**src/rtl/key_breath_if.sv**
```systemverilog
// key_breath_if
//   Groups the push-key input and the outputs that go to the breathing stage
//   and other event consumers.
//   Signals:
//     key_n         raw push key, asynchronous, 0 = pressed
//     breath_valid  enable to the breath stage, 1 = breathing
//     key_short     one-cycle pulse, short press accepted
//     key_long      one-cycle pulse, long-press threshold reached
//   Modports:
//     master  drives key_n and observes the outputs (board / bench side)
//     slave   the controller itself
interface key_breath_if;
    logic key_n;
    logic breath_valid;
    logic key_short;
    logic key_long;

    modport master (
        output key_n,
        input  breath_valid,
        input  key_short,
        input  key_long
    );

    modport slave (
        input  key_n,
        output breath_valid,
        output key_short,
        output key_long
    );
endinterface

```
**src/rtl/key_breath_ctrl.sv**
```systemverilog
// key_breath_ctrl
//   Upstream controller for the 4-LED breathing stage. Synchronises and
//   debounces one active-low push key and classifies each press:
//     short press -> breath_valid toggles
//     long press  -> breath_valid forced to 0
//   It also emits one-cycle key_short / key_long pulses for other consumers.
//   Optional feature macro: KEY_AUTO_OFF_EN. When defined, breath_valid is
//   dropped after AUTO_OFF_MS of idling. When undefined, no idle counter is
//   built.
//   Ports:
//     sys_clk  system clock
//     rst      asynchronous reset, active high
//     bus      key_breath_if.slave (key_n in; breath_valid, key_short,
//              key_long out)
//
//   state    | meaning
//   ---------+-----------------------------------------------------------
//   IDLE     | key released and stable
//   PRESS_DB | key seen low, waiting DEBOUNCE_MS of stable low
//   HELD     | press accepted, hold time counting toward LONG_MS
//   REL_DB   | key seen high after a press, waiting DEBOUNCE_MS stable
module key_breath_ctrl #(
    parameter int CLK_FREQ    = 50_000_000,
    parameter int DEBOUNCE_MS = 20,
    parameter int LONG_MS     = 1000,
    parameter int AUTO_OFF_MS = 60000
) (
    input  logic         sys_clk,
    input  logic         rst,
    key_breath_if.slave  bus
);

    localparam int DIV = CLK_FREQ / 1000;
    localparam int PW  = (DIV > 1) ? $clog2(DIV) : 1;

    localparam logic [PW-1:0] PRESC_LAST = PW'(DIV - 1);
    localparam logic [15:0]   DB_LIM     = 16'(DEBOUNCE_MS);
    localparam logic [15:0]   LONG_LIM   = 16'(LONG_MS);
    localparam logic [15:0]   CNT_MAX    = 16'hFFFF;

    // Parameter sanity checks, resolved at elaboration.
    if (DIV < 1 || (CLK_FREQ % 1000) != 0) begin : g_bad_clk
        $error("key_breath_ctrl: CLK_FREQ must be a positive multiple of 1000");
    end
    if (DEBOUNCE_MS < 1 || DEBOUNCE_MS > 65535) begin : g_bad_db
        $error("key_breath_ctrl: DEBOUNCE_MS out of range");
    end
    if (LONG_MS <= DEBOUNCE_MS || LONG_MS > 65535) begin : g_bad_long
        $error("key_breath_ctrl: LONG_MS out of range");
    end
    if (AUTO_OFF_MS < 1 || AUTO_OFF_MS > 65535) begin : g_bad_auto
        $error("key_breath_ctrl: AUTO_OFF_MS out of range");
    end

    typedef enum logic [1:0] {
        IDLE     = 2'd0,
        PRESS_DB = 2'd1,
        HELD     = 2'd2,
        REL_DB   = 2'd3
    } state_t;

    state_t        state_q;
    logic          sync1_q;
    logic          key_s_q;
    logic [PW-1:0] presc_q;
    logic [PW-1:0] presc_d;
    logic          tick;
    logic [15:0]   db_cnt_q;
    logic [15:0]   db_cnt_d;
    logic [15:0]   hold_cnt_q;
    logic [15:0]   hold_cnt_d;
    logic          long_fired_q;
    logic          key_short_q;
    logic          key_long_q;
    logic          breath_q;
    logic          enter_held;

    // ms prescaler and saturating ms-counter increments
    always_comb begin
        tick       = (presc_q == PRESC_LAST);
        presc_d    = tick ? '0 : presc_q + 1'b1;
        db_cnt_d   = (tick && db_cnt_q != CNT_MAX) ? db_cnt_q + 16'd1 : db_cnt_q;
        hold_cnt_d = (tick && hold_cnt_q != CNT_MAX) ? hold_cnt_q + 16'd1 : hold_cnt_q;
        enter_held = (state_q == PRESS_DB && !key_s_q && db_cnt_q == DB_LIM) ||
                     (state_q == REL_DB && !key_s_q);
    end

    always_ff @(posedge sys_clk or posedge rst) begin
        if (rst) begin
            state_q      <= IDLE;
            sync1_q      <= 1'b1;
            key_s_q      <= 1'b1;
            presc_q      <= '0;
            db_cnt_q     <= '0;
            hold_cnt_q   <= '0;
            long_fired_q <= 1'b0;
            key_short_q  <= 1'b0;
            key_long_q   <= 1'b0;
        end else begin
            sync1_q     <= bus.key_n;
            key_s_q     <= sync1_q;
            presc_q     <= presc_d;
            key_short_q <= 1'b0;
            key_long_q  <= 1'b0;

            case (state_q)
                IDLE: begin
                    if (!key_s_q) begin
                        state_q  <= PRESS_DB;
                        db_cnt_q <= '0;
                    end
                end
                PRESS_DB: begin
                    if (key_s_q) begin
                        state_q <= IDLE;
                    end else if (db_cnt_q == DB_LIM) begin
                        state_q      <= HELD;
                        hold_cnt_q   <= '0;
                        long_fired_q <= 1'b0;
                    end else begin
                        db_cnt_q <= db_cnt_d;
                    end
                end
                HELD: begin
                    hold_cnt_q <= hold_cnt_d;
                    // long_fired keeps this to one pulse even if the
                    // counter stays at (or saturates past) the threshold
                    if (hold_cnt_q == LONG_LIM && !long_fired_q) begin
                        key_long_q   <= 1'b1;
                        long_fired_q <= 1'b1;
                    end
                    if (key_s_q) begin
                        state_q  <= REL_DB;
                        db_cnt_q <= '0;
                    end
                end
                REL_DB: begin
                    // a release glitch returns to HELD with hold state kept
                    if (!key_s_q) begin
                        state_q <= HELD;
                    end else if (db_cnt_q == DB_LIM) begin
                        state_q     <= IDLE;
                        key_short_q <= !long_fired_q;
                    end else begin
                        db_cnt_q <= db_cnt_d;
                    end
                end
                default: state_q <= IDLE;
            endcase
        end
    end

`ifdef KEY_AUTO_OFF_EN
    localparam logic [15:0] AUTO_LIM = 16'(AUTO_OFF_MS);

    logic [15:0] idle_cnt_q;
    logic [15:0] idle_cnt_d;

    always_comb begin
        idle_cnt_d = (tick && idle_cnt_q != CNT_MAX) ? idle_cnt_q + 16'd1 : idle_cnt_q;
    end

    always_ff @(posedge sys_clk or posedge rst) begin
        if (rst) begin
            idle_cnt_q <= '0;
            breath_q   <= 1'b0;
        end else begin
            if (!breath_q || enter_held) begin
                idle_cnt_q <= '0;
            end else begin
                idle_cnt_q <= idle_cnt_d;
            end
            // key events take priority over the idle timeout
            if (key_long_q) begin
                breath_q <= 1'b0;
            end else if (key_short_q) begin
                breath_q <= !breath_q;
            end else if (breath_q && idle_cnt_q == AUTO_LIM) begin
                breath_q <= 1'b0;
            end
        end
    end
`else
    always_ff @(posedge sys_clk or posedge rst) begin
        if (rst) begin
            breath_q <= 1'b0;
        end else if (key_long_q) begin
            breath_q <= 1'b0;
        end else if (key_short_q) begin
            breath_q <= !breath_q;
        end
    end

    // HELD entry only matters to the idle timer, which is not built here.
    logic unused_enter_held;
    assign unused_enter_held = enter_held;
`endif

    assign bus.breath_valid = breath_q;
    assign bus.key_short    = key_short_q;
    assign bus.key_long     = key_long_q;

endmodule

```
**src/flat_wrapper.sv**
```systemverilog
// flat-port wrapper written by rule: the top's interface ports become plain ports
module key_breath_ctrl_flat 
#(
    parameter int CLK_FREQ    = 50_000_000,
    parameter int DEBOUNCE_MS = 20,
    parameter int LONG_MS     = 1000,
    parameter int AUTO_OFF_MS = 60000
)
  (sys_clk, rst, bus_key_n, bus_breath_valid, bus_key_short, bus_key_long);
  key_breath_if bus_i ();
  input  logic sys_clk;
  input  logic rst;
  input wire logic [$bits(bus_i.key_n)-1:0] bus_key_n;
  output wire logic [$bits(bus_i.breath_valid)-1:0] bus_breath_valid;
  output wire logic [$bits(bus_i.key_short)-1:0] bus_key_short;
  output wire logic [$bits(bus_i.key_long)-1:0] bus_key_long;
  assign bus_i.key_n = bus_key_n;
  assign bus_breath_valid = bus_i.breath_valid;
  assign bus_key_short = bus_i.key_short;
  assign bus_key_long = bus_i.key_long;
  key_breath_ctrl #(.CLK_FREQ(CLK_FREQ), .DEBOUNCE_MS(DEBOUNCE_MS), .LONG_MS(LONG_MS), .AUTO_OFF_MS(AUTO_OFF_MS)) u_core (.sys_clk(sys_clk), .rst(rst), .bus(bus_i));
endmodule
```
**config.mk**
```make
export PLATFORM = sky130hd
export DESIGN_NAME = key_breath_ctrl_flat
export DESIGN_NICKNAME = d
export VERILOG_FILES = /design/src/rtl/key_breath_if.sv /design/src/rtl/key_breath_ctrl.sv /design/src/flat_wrapper.sv
export SDC_FILE = /design/constraint.sdc
export NUM_CORES = 1
export LEC_CHECK = 0
export ABC_CLOCK_PERIOD_IN_PS = 2300
export BUFFER_PORTS_ARGS = -buffer_cell sky130_fd_sc_hd__buf_2
export CORE_AREA = 2 2 68 118
export CTS_CLUSTER_DIAMETER = 50
export DETAILED_ROUTE_END_ITERATION = 7
export DIE_AREA = 0 0 70 120
export GPL_TIMING_DRIVEN = 0
export PLACE_DENSITY_LB_ADDON = 0.08
export REMOVE_ABC_BUFFERS = 1
export SYNTH_ARGS = -nofsm -noshare
export SYNTH_HDL_FRONTEND = slang
export SYNTH_SLANG_ARGS = --single-unit
```
**constraint.sdc**
```tcl
create_clock -name sys_clk -period 2.3 [get_ports sys_clk]
set_clock_uncertainty 0.15 [all_clocks]
set_input_delay 0.23 -clock sys_clk [delete_from_list [all_inputs] [get_ports sys_clk]]
set_output_delay 0.23 -clock sys_clk [all_outputs]
set_load 0.05 [all_outputs]
```
# == Word level (Yosys, flattened, before mapping) ==
# Cells that the tools add are included.
# word_totals
ff_bits,56
input_bits,3
out_inout_bits,3
wordCells,72
# op_classes
addsub,3
n_eq_ne,17
muxes,30
reduce_logical,12
# ops
cell,n
$mux W16,10
$pmux W16 S4,1
$add A16 B1 Y16 const B,3
$ne A16 B16 Y1 const B,2
$pmux W16 S2,1
$eq A16 B10 Y1 const B,1
$eq A16 B16 Y1 const B,1
$eq A16 B5 Y1 const B,1
$reduce_and A4 Y1,4
$mux W2,6
$mux W1,10
$ne A2 B1 Y1 const B,4
$pmux W2 S4,1
$ne A2 B2 Y1 const B,3
$eq A2 B2 Y1 const B,2
$reduce_bool A2 Y1,2
$logic_and A1 B1 Y1,3
$ne A3 B2 Y1 const B,1
$ne A3 B3 Y1 const B,1
$eq A2 B1 Y1 const B,1
$logic_not A1 Y1,2
$logic_not A2 Y1,1
$pmux W1 S2,1

# == Longest topological paths before layout ==
# Gate-level depths: netlist of the first run.
# logic_depth
ltp_word,6
mapped_depth,8
depth_no_buf,7

# == Least setup slack after synthesis of the first run ==
# OpenSTA, ideal clock, no wires.
# synth_timing
path_type,register to register
from,register u_core.db_cnt_q[0]
to,register u_core.db_cnt_q[6]
setup_ps,126
t_arrival_ps,1719
required_time_ps,2024
path_slack_ps,305
path_stages_with_launch,8
n_path_buf,0
period_less_slack_ps,1995
cell_sequence,dfrtp_1 > inv_1 > ha_1 > nor4b_1 > nand4_2 > and3_4 > a41oi_1 > nor3_1
# synth_via
elab_chain_cells,6
word_cells_on_any_way,9
classes_between,add/sub (1); eq/ne (2); mux (5); reduce/logical (1)
# synth_lines
item,line,rtl
start: declaration,key_breath_ctrl.sv:68,logic [15:0] db_cnt_q;
start signal: assignment,key_breath_ctrl.sv:121,db_cnt_q <= db_cnt_d;
start signal: assignment,key_breath_ctrl.sv:145,db_cnt_q <= db_cnt_d;
branches (longest 3 deep; another with $add A16 B1 Y16),n/a,
$mux W16 *,"key_breath_ctrl.sv:116, key_breath_ctrl.sv:141",
"$mux W16, on equally long branches","key_breath_ctrl.sv:139, key_breath_ctrl.sv:114",
$pmux W16 S4 *,key_breath_ctrl.sv:106,case (state_q)
# Every way passes the cells marked *. The select of a mux whose other input is x is not followed.
# A chain may end at the register's enable or synchronous reset.

# == Worst setup path after layout of the first run ==
# layout_timing
from,register u_core.presc_q[0]
to,register u_core.db_cnt_q[4]
# layout_via
elab_chain_cells,6
word_cells_on_any_way,7
classes_between,eq/ne (1); mux (5); reduce/logical (1)
# layout_lines
item,line,rtl
start: declaration,key_breath_ctrl.sv:65,logic [PW-1:0] presc_q;
start signal: assignment,key_breath_ctrl.sv:102,presc_q <= presc_d;
$eq A16 B16 Y1 *,key_breath_ctrl.sv:80,tick = (presc_q == PRESC_LAST);
$logic_and A1 B1 Y1 *,key_breath_ctrl.sv:82,db_cnt_d = (tick && db_cnt_q != CNT_MAX) ? db_cnt_q + 16'd1 : db_cnt_q;
$mux W16 *,key_breath_ctrl.sv:82,
$mux W16 *,"key_breath_ctrl.sv:116, key_breath_ctrl.sv:141",
"$mux W16, on equally long branches","key_breath_ctrl.sv:139, key_breath_ctrl.sv:114",
$pmux W16 S4 *,key_breath_ctrl.sv:106,
# Mark *: on every way between the ends. The rest lies on a longest branch, timed or not. The select of a mux whose other input is x is not followed.

==> results.txt, run 1 <==
- Entering global routing, the biggest net connects 35 pins.
- The filler cells instantiated in the layout total between 700 and 800.
- The repair_antennas step left the layout with diodes totalling 0.
- The die is approximately 70 um wide.
- Yosys printed 0 warnings.
- Share of flip-flops with an asynchronous set or reset: 1.00
- Antenna viol nets, final: 0
- The finished cells cover ~0.0036 mm2.
* Max Root-Sink Buffers: 2
- Final clock period utilization by the worst path: 0.954
* Post-synth top area share: 0.418
- Layout Utilization: 0.482
* Startpoint of the worst hold path: u_core.sync1_q
* Unrepaired setup endpoints after global routing: true
- At the pin with the least slew margin, the transition time is 759 ps.
- CTS saw 56 sinks.
- The initial antenna violation count came to 0.
- Final Net Count: between 300 and 400
* CP max FO: 9
- STA puts the critical path data required time at 2310 ps.
- In this run the number of H-tree levels came out at 2.
- Half-perimeter wire length after detailed placement: 5320 um
- Weighted congestion at the end of routability-driven global placement: between 0.8 and 0.9
- Area taken by flip-flops and latches: approximately 0.0014 mm2
- After detailed routing, the number of vias per cell comes to approximately 6.
- The worst hold path was traced through 0 stages.
- The final layout contains routed wiring with a total length of 7610 um.
- Relative to the synthesized area, the layout overhead comes to 11.3%.
- Headroom to the max-slew limit came out at 0.494.
- The root buffer cell chosen for the clock tree is sky130_fd_sc_hd__clkbuf_16.
- Core box area: roughly 0.0075 mm2
* Tightest hold margin: 210 ps
* Arrival time reported for the critical path endpoint: approximately 2200 ps
* Maximum clock frequency: 456 MHz
- Static leakage power: 1.48 nW
- STA classifies the critical path startpoint as a flip-flop.
* Largest cells by area after synthesis: sky130_fd_sc_hd__dfrtp_1 42%, sky130_fd_sc_hd__nand3_1 5.6%, sky130_fd_sc_hd__nand2_1 3.3%
- The worst register-to-register path begins at u_core.presc_q[0].
- Worst hold-check path type: reg2reg
- Count of endpoints failing setup in the final report: 0
* Dominant cell type by area after synthesis: sky130_fd_sc_hd__dfrtp_1
- 6 I/O pins were placed.
- Y dimension of the die: approximately 120 um
- Register area share after synthesis: 0.435
* Max-cap viol count: 0
- TritonCTS created 5 clock buffers.
* Number of synthesized register bits: 56
- Clock tree from TritonCTS: built
- After clock tree synthesis, the clock-pin slew on the worst setup and hold paths is 80 ps.
* Total area of multi-input combinational cells: 0.00172 mm2
- STA classifies the critical path endpoint as a flip-flop.
- The initial utilization of the core area, before any placement, comes to 0.433.
- Placed instance count: 415
- Clock Latency Late Sink: around 300 ps
- Number of standard cells in the final layout excluding fillers: about 440
- Global-route congestion overflow total: 0
- Avg Cell Area, Syn: approximately 9.5 um2
- Vias in the first global route: 2538
* Number of synthesized flops with an enable pin: 0
- Power per cell area: approximately 500 mW/mm2
- The endpoint identified for the worst register-to-register timing path is u_core.db_cnt_q[4].
- For this run, the total global-route usage over all layers was measured as 0.191.
* Status: finished clean
* Minimum setup slack among reg-to-reg paths: between 100 and 150 ps
* Gate count of the mapped netlist: around 340
- Worst Path Class, Setup: reg2reg
- The pre-antenna-repair detailed-routing pass consisted of 5 iterations.
* Depth of the worst register-to-register path: 7
- Hold violation total from the final report: 0
* Setup TNS: 0 ps
* Final number of max-transition violations: 0
- In this run the cell area measured after placement is 0.00330 mm2.
* Wirelength per Cell: 17.4 um
- Share of final-layout standard cells stronger than drive strength 1: 0.163
* IO buf count: 5
- Count of cell types in the netlist: 61
- Top FF cell, synth: sky130_fd_sc_hd__dfrtp_1
- Counting I/O delays and the setup requirement, the final critical path takes 2190 ps.
- Floorplan die area: about 0.0084 mm2
* Worst-case vdd ir drop: ~0.53 mV
* Mapped cell area: about 0.0032 mm2
- For hold timing, the worst endpoint is u_core.key_s_q.
- The detailed router finished its first iteration with roughly 150 violations.
* Number of remaining DRC errors: 0
* Floorplan row count: 42
- Via count of the routed design: ~2600
- The first global-routing pass estimated approximately 13000 um of wire.
-- worst max path at each step --
stage,start,endpoint,slack (ps)
after global placement,u_core.presc_q[0],u_core.hold_cnt_q[6],-360
after detailed placement,u_core.presc_q[0],u_core.hold_cnt_q[6],-390
after CTS,u_core.db_cnt_q[12],u_core.hold_cnt_q[9],20
after floorplan,u_core.presc_q[0],u_core.db_cnt_q[15],30
after global routing,u_core.presc_q[5],u_core.db_cnt_q[4],-30
final,u_core.presc_q[0],u_core.db_cnt_q[4],110
-- stage by stage --
stage / setup slack, ps / total power, mW
floorplan: 26.2 / 1.04
global route: -25.0 / 1.90
CTS: 15.2 / 1.85
detailed placement: -388 / 1.07
global placement: -356 / 1.06
finish: 105 / 1.83
-- area by class of cell --
type / count / area share
multi-input combinational: 255 / 0.478
sequential: 56 / 0.391
timing repair buffer: 21 / 0.0501
clock buffer: 6 / 0.0358
tap: 88 / 0.0306
inverter: 9 / 0.0104
clock inverter: 2 / 0.00452
-- registers in the layout (all words and copies together) (netlist names), named ones only --
signal,flops
u_core.long_fired_q,1
u_core.bus.key_short,1
u_core.presc_q,16
u_core.bus.breath_valid,1
u_core.bus.key_long,1
u_core.hold_cnt_q,16
u_core.key_s_q,1
u_core.db_cnt_q,16
u_core.sync1_q,1
u_core.state_q,1
-- what timing repair did --
item | in CTS | in global routing
setup endpoints to repair | 34 | 25
hold buffers | 2 | 0
resized for setup | 4 | 5
hold endpoints to repair | 32 | 0
buffers inserted | 2 | 10
pin swaps | 1 | 1
-- worst max-delay path, cell delays in order, from the launching register on --
cell and delay [ps]:
sky130_fd_sc_hd__dfrtp_1 400, sky130_fd_sc_hd__ha_1 230, sky130_fd_sc_hd__and3_2 230, sky130_fd_sc_hd__and4_4 350, sky130_fd_sc_hd__buf_4 150, sky130_fd_sc_hd__nand3_2 170, sky130_fd_sc_hd__o211ai_1 220, sky130_fd_sc_hd__o311ai_0 150
-- layout by cell type, fill, tap and decap left out, types with 6 or more instances in the layout --
cell type                  Yosys  routed
sky130_fd_sc_hd__o211ai_1      6       6
sky130_fd_sc_hd__or3_1        12      12
sky130_fd_sc_hd__buf_4         1      10
sky130_fd_sc_hd__nand2_1      28      28
sky130_fd_sc_hd__nor3_1        7       6
sky130_fd_sc_hd__a21oi_1      17      17
sky130_fd_sc_hd__and3_1        9       8
sky130_fd_sc_hd__xnor2_1       8       7
sky130_fd_sc_hd__inv_1         9       7
sky130_fd_sc_hd__nand4_1      11      11
sky130_fd_sc_hd__o21ba_2       6       6
sky130_fd_sc_hd__dfrtp_1      54      53
sky130_fd_sc_hd__nand3_1      36      36
sky130_fd_sc_hd__o311ai_0      6       6
sky130_fd_sc_hd__nor2_1       23      23
sky130_fd_sc_hd__o21ai_0      13      13
sky130_fd_sc_hd__xor2_1        9       8
-- synth_stat cells, drive strengths merged, types with 8 or more instances --
cell type,n
a21oi,18
and3,11
buf,12
dfrtp,54
inv,9
nand2,28
nand3,37
nand4,13
nor2,24
o21ai,14
or3,12
xnor2,8
xor2,9
-- where the power goes --
part           internal [mW]  total (mW)  switching (mW)
Sequential             0.988       0.996         0.00814
Clock                  0.407       0.776           0.369
Combinational         0.0163      0.0551          0.0388
-- per-layer routing --
layer,wire length (um),track usage
met1,2970,0.203
met2,4380,0.376
met3,103,0.0260
met4,153,0.0661
met5,0,0
-- logic make-up (layout without fill, tap and decap cells) --
| logic type | Yosys count | after routing | synth area share |
|---|---|---|---|
| compound gates | 70 | 70 | 0.160 |
| xor+xnor | 17 | 17 | 0.0461 |
| fa+ha+maj | 5 | 5 | 0.0194 |
| buf+inv | 28 | 38 | 0.0445 |
| flops | 56 | 56 | 0.435 |
| mux | 5 | 5 | 0.0155 |
| simple gates | 158 | 158 | 0.280 |
Power figures use the tool's default switching activity.
==> run 2: changes to the inputs <==
ABC_CLOCK_PERIOD_IN_PS = 2450   (was 2300)
clock period = 2.45 ns   (was 2.3 ns; I/O delays follow)
==> results.txt, run 2 (synthesis gave the netlist of run 1 again) <==
- Worst hold-check path type: reg2reg
- The clock slew at the register clock pins of the worst setup and hold paths is 70 ps (about the same).
- Leaving out fill and tap cells, the most frequent cell in the layout is sky130_fd_sc_hd__dfrtp_1.
* Final clock period utilization by the worst path: 0.919 (-0.0349)
- The detailed-route vias per instance came to 6.02 (+0.97%).
- The critical path is of the reg2reg type.
- The number of diodes added for antenna fixing came to 0 (unchanged).
- Starting DRC count in detailed routing: 162 (+10%)
- Count of endpoints failing setup in the final report: 0 (unchanged)
* Largest net degree at the start of global routing: 35 (unchanged)
* Core box area: 0.00746 mm2 (unchanged)
* Largest stage delay on the critical path: 420 ps (+20 ps)
* Kind of end point of the critical path: flip-flop
- The horizontal extent of the die was 70 um (unchanged).
- The pre-CTS setup slack came to -238 ps (+150 ps).
- Root buf cell: sky130_fd_sc_hd__clkbuf_16
- The maximum clock insertion buffer count is 2 (unchanged).
- Setup repair after global routing left no endpoint under its margin.
* Number of remaining DRC errors: 0 (unchanged)
* Min cycle time layout: 2250 ps (+57.7 ps)
* Maximum clock frequency: 444 MHz (-2.6%)
- Critical path, cell by cell: ha_1 -> and3_1 -> and4_4 -> o311a_4 -> a21oi_4 -> a22o_1
- Startpoint of the worst hold path: u_core.sync1_q
* Critical path launch point: u_core.presc_q[0]
- The count of buffers inserted at the top-level ports was 5 (unchanged).
- The number of buffers added for setup after CTS is 0 (-2).
- Status: finished clean
- Final Net Count: 344 (-3.4%)
- Crit path max-delay cell type: sky130_fd_sc_hd__and4_4
* Starting utilization of the core area: 0.433 (unchanged)
- Required time worst endpoint: 2490 ps (+180 ps)
- The row count is 42 (unchanged).
* Relative area change from synthesis to final layout: 7.82%
- The average detailed-routed wire length per instance was 17.5 um (+0.78%).
* Global-route wire length before repair: 12600 um (-0.54%)
- CP max FO: 17 (+8)
- The placed wire-length estimate after detailed placement came to 5320 um (unchanged).
- Max-cap viol count: 0 (unchanged)
- The initial antenna violation count is 0 (unchanged).
- The worst register-to-register path begins at u_core.presc_q[0].
- The worst setup path is launched from a flip-flop.
* Global-route congestion overflow total: 0 (unchanged)
* Static leakage power: 1.41 nW (-4.9%)
* Weighted congestion at the end of routability-driven global placement: 0.828 (unchanged)
- Sum of buffers and inverters on the critical path: 0 (-1)
- Via count of the routed design: 2557 (-1.8%)
- The kind of cell with the highest combined delay along the critical path is compound AO/OA/AOI/OAI gates.
* CTS Buf Count: 5 (unchanged)
* Hold violation total from the final report: 0 (unchanged)
* Y dimension of the die: 120 um (unchanged)
* Number of standard cells in the final layout excluding fillers: 425 (-2.7%)
- Antenna viol nets, final: 0 (unchanged)
* Fin worst setup slack: 197 ps (+92.3 ps)
- Overall routed net length: 7460 um (-2.0%)
- Sum of internal, switching and leakage power: 1.72 mW (-6.1%)
- The via count of the first global-routing pass was 2516 (-0.87%).
- The global-route usage over all layers was 0.191 (-0.000526).
* Clock tree sinks: 56 (unchanged)
* Worst-case vdd ir drop: 0.502 mV (-5.8%)
- The later-pin clock latency in the skew report came to 300 ps (about the same).
- The max-slew headroom at the worst pin is 0.281 (-0.212).
- The area enclosed by the die boundary came to 0.00840 mm2 (unchanged).
* Top-Level Pins: 6 (unchanged)
* Power per cell area: 493 mW/mm2 (-3.0%)
* Registers with the highest flip-flop counts: u_core.db_cnt_q: 16 flops, u_core.hold_cnt_q: 16 flops, u_core.presc_q: 16 flops
- The top cell types in the final layout, fill and taps aside, are 53 x sky130_fd_sc_hd__dfrtp_1, 36 x sky130_fd_sc_hd__nand3_1, 28 x sky130_fd_sc_hd__nand2_1.
* Clock tree from TritonCTS: built
- Actual slew at the worst max-slew pin: 1070 ps (+312 ps)
- Placed instance count: 415 (unchanged)
* Share of final-layout standard cells stronger than drive strength 1: 0.125 (-0.0387)
* DRT Pass-1 Iters: 4 (-1)
- The number of H-tree branching levels is 2 (unchanged).
- The data arrival time at the worst-slack endpoint came to 2290 ps (+80 ps).
- The final-report max-slew violation count is 0 (unchanged).
[run 2: layout make-up]
type	count	area [um2]
Clock inverter	2	16.3
Multi-Input combinational cell	255	1710
Tap cell	88	110
Timing Repair Buffer	9	80.1
Fill cell	739	3980
Sequential cell	56	1410
Inverter	9	37.5
Clock buffer	6	129
[run 2: what timing repair did]
action,CTS,global route
endpoints found under the hold margin,32,0
setup endpoints to repair,31,27
resized for setup,1,5
hold buffers,2,0
pin swaps,0,1
[run 2: power breakdown]
group	total, mW	internal [mW]	switching, mW
Sequential	0.935	0.927	0.00748
Clock	0.730	0.382	0.347
Combinational	0.0511	0.0148	0.0363
[run 2: path summary, 6_finish.rpt]
path,to,slack [ps],cells past startpoint
worst max-delay path,u_core.hold_cnt_q[6],200,6
worst min-delay path,u_core.key_s_q,210,0
worst max register to register,u_core.hold_cnt_q[6],200,6
worst min register to register,u_core.key_s_q,210,0
max in group asynchronous,u_core.state_q[0],1070,4
min in group asynchronous,u_core.bus.key_short,480,3
[run 2: per-stage QoR]
| step | TNS [ps] | hold WS [ps] | cell area (um2) | util |
|---|---|---|---|---|
| finish | 0 | 210 | 3480 | 0.467 |
| global route | 0 | 213 | 3480 | 0.467 |
| CTS | 0 | 212 | 3460 | 0.464 |
| detailed placement | -4830 | 201 | 3300 | 0.442 |
| global placement | -11170 | 197 | 3260 | 0.436 |
| floorplan | 0 | 99.5 | 3120 | - |
[run 2: routing by layer]
| metal | vias to the layer above | track usage | part of all wire |
|---|---|---|---|
| li1 | 1257 | - | - |
| met3 | 11 | 0.0252 | 0.018 |
| met4 | 0 | 0.0697 | 0.024 |
| met5 | - | 0 | 0 |
| met1 | 1260 | 0.205 | 0.40 |
| met2 | 29 | 0.370 | 0.56 |
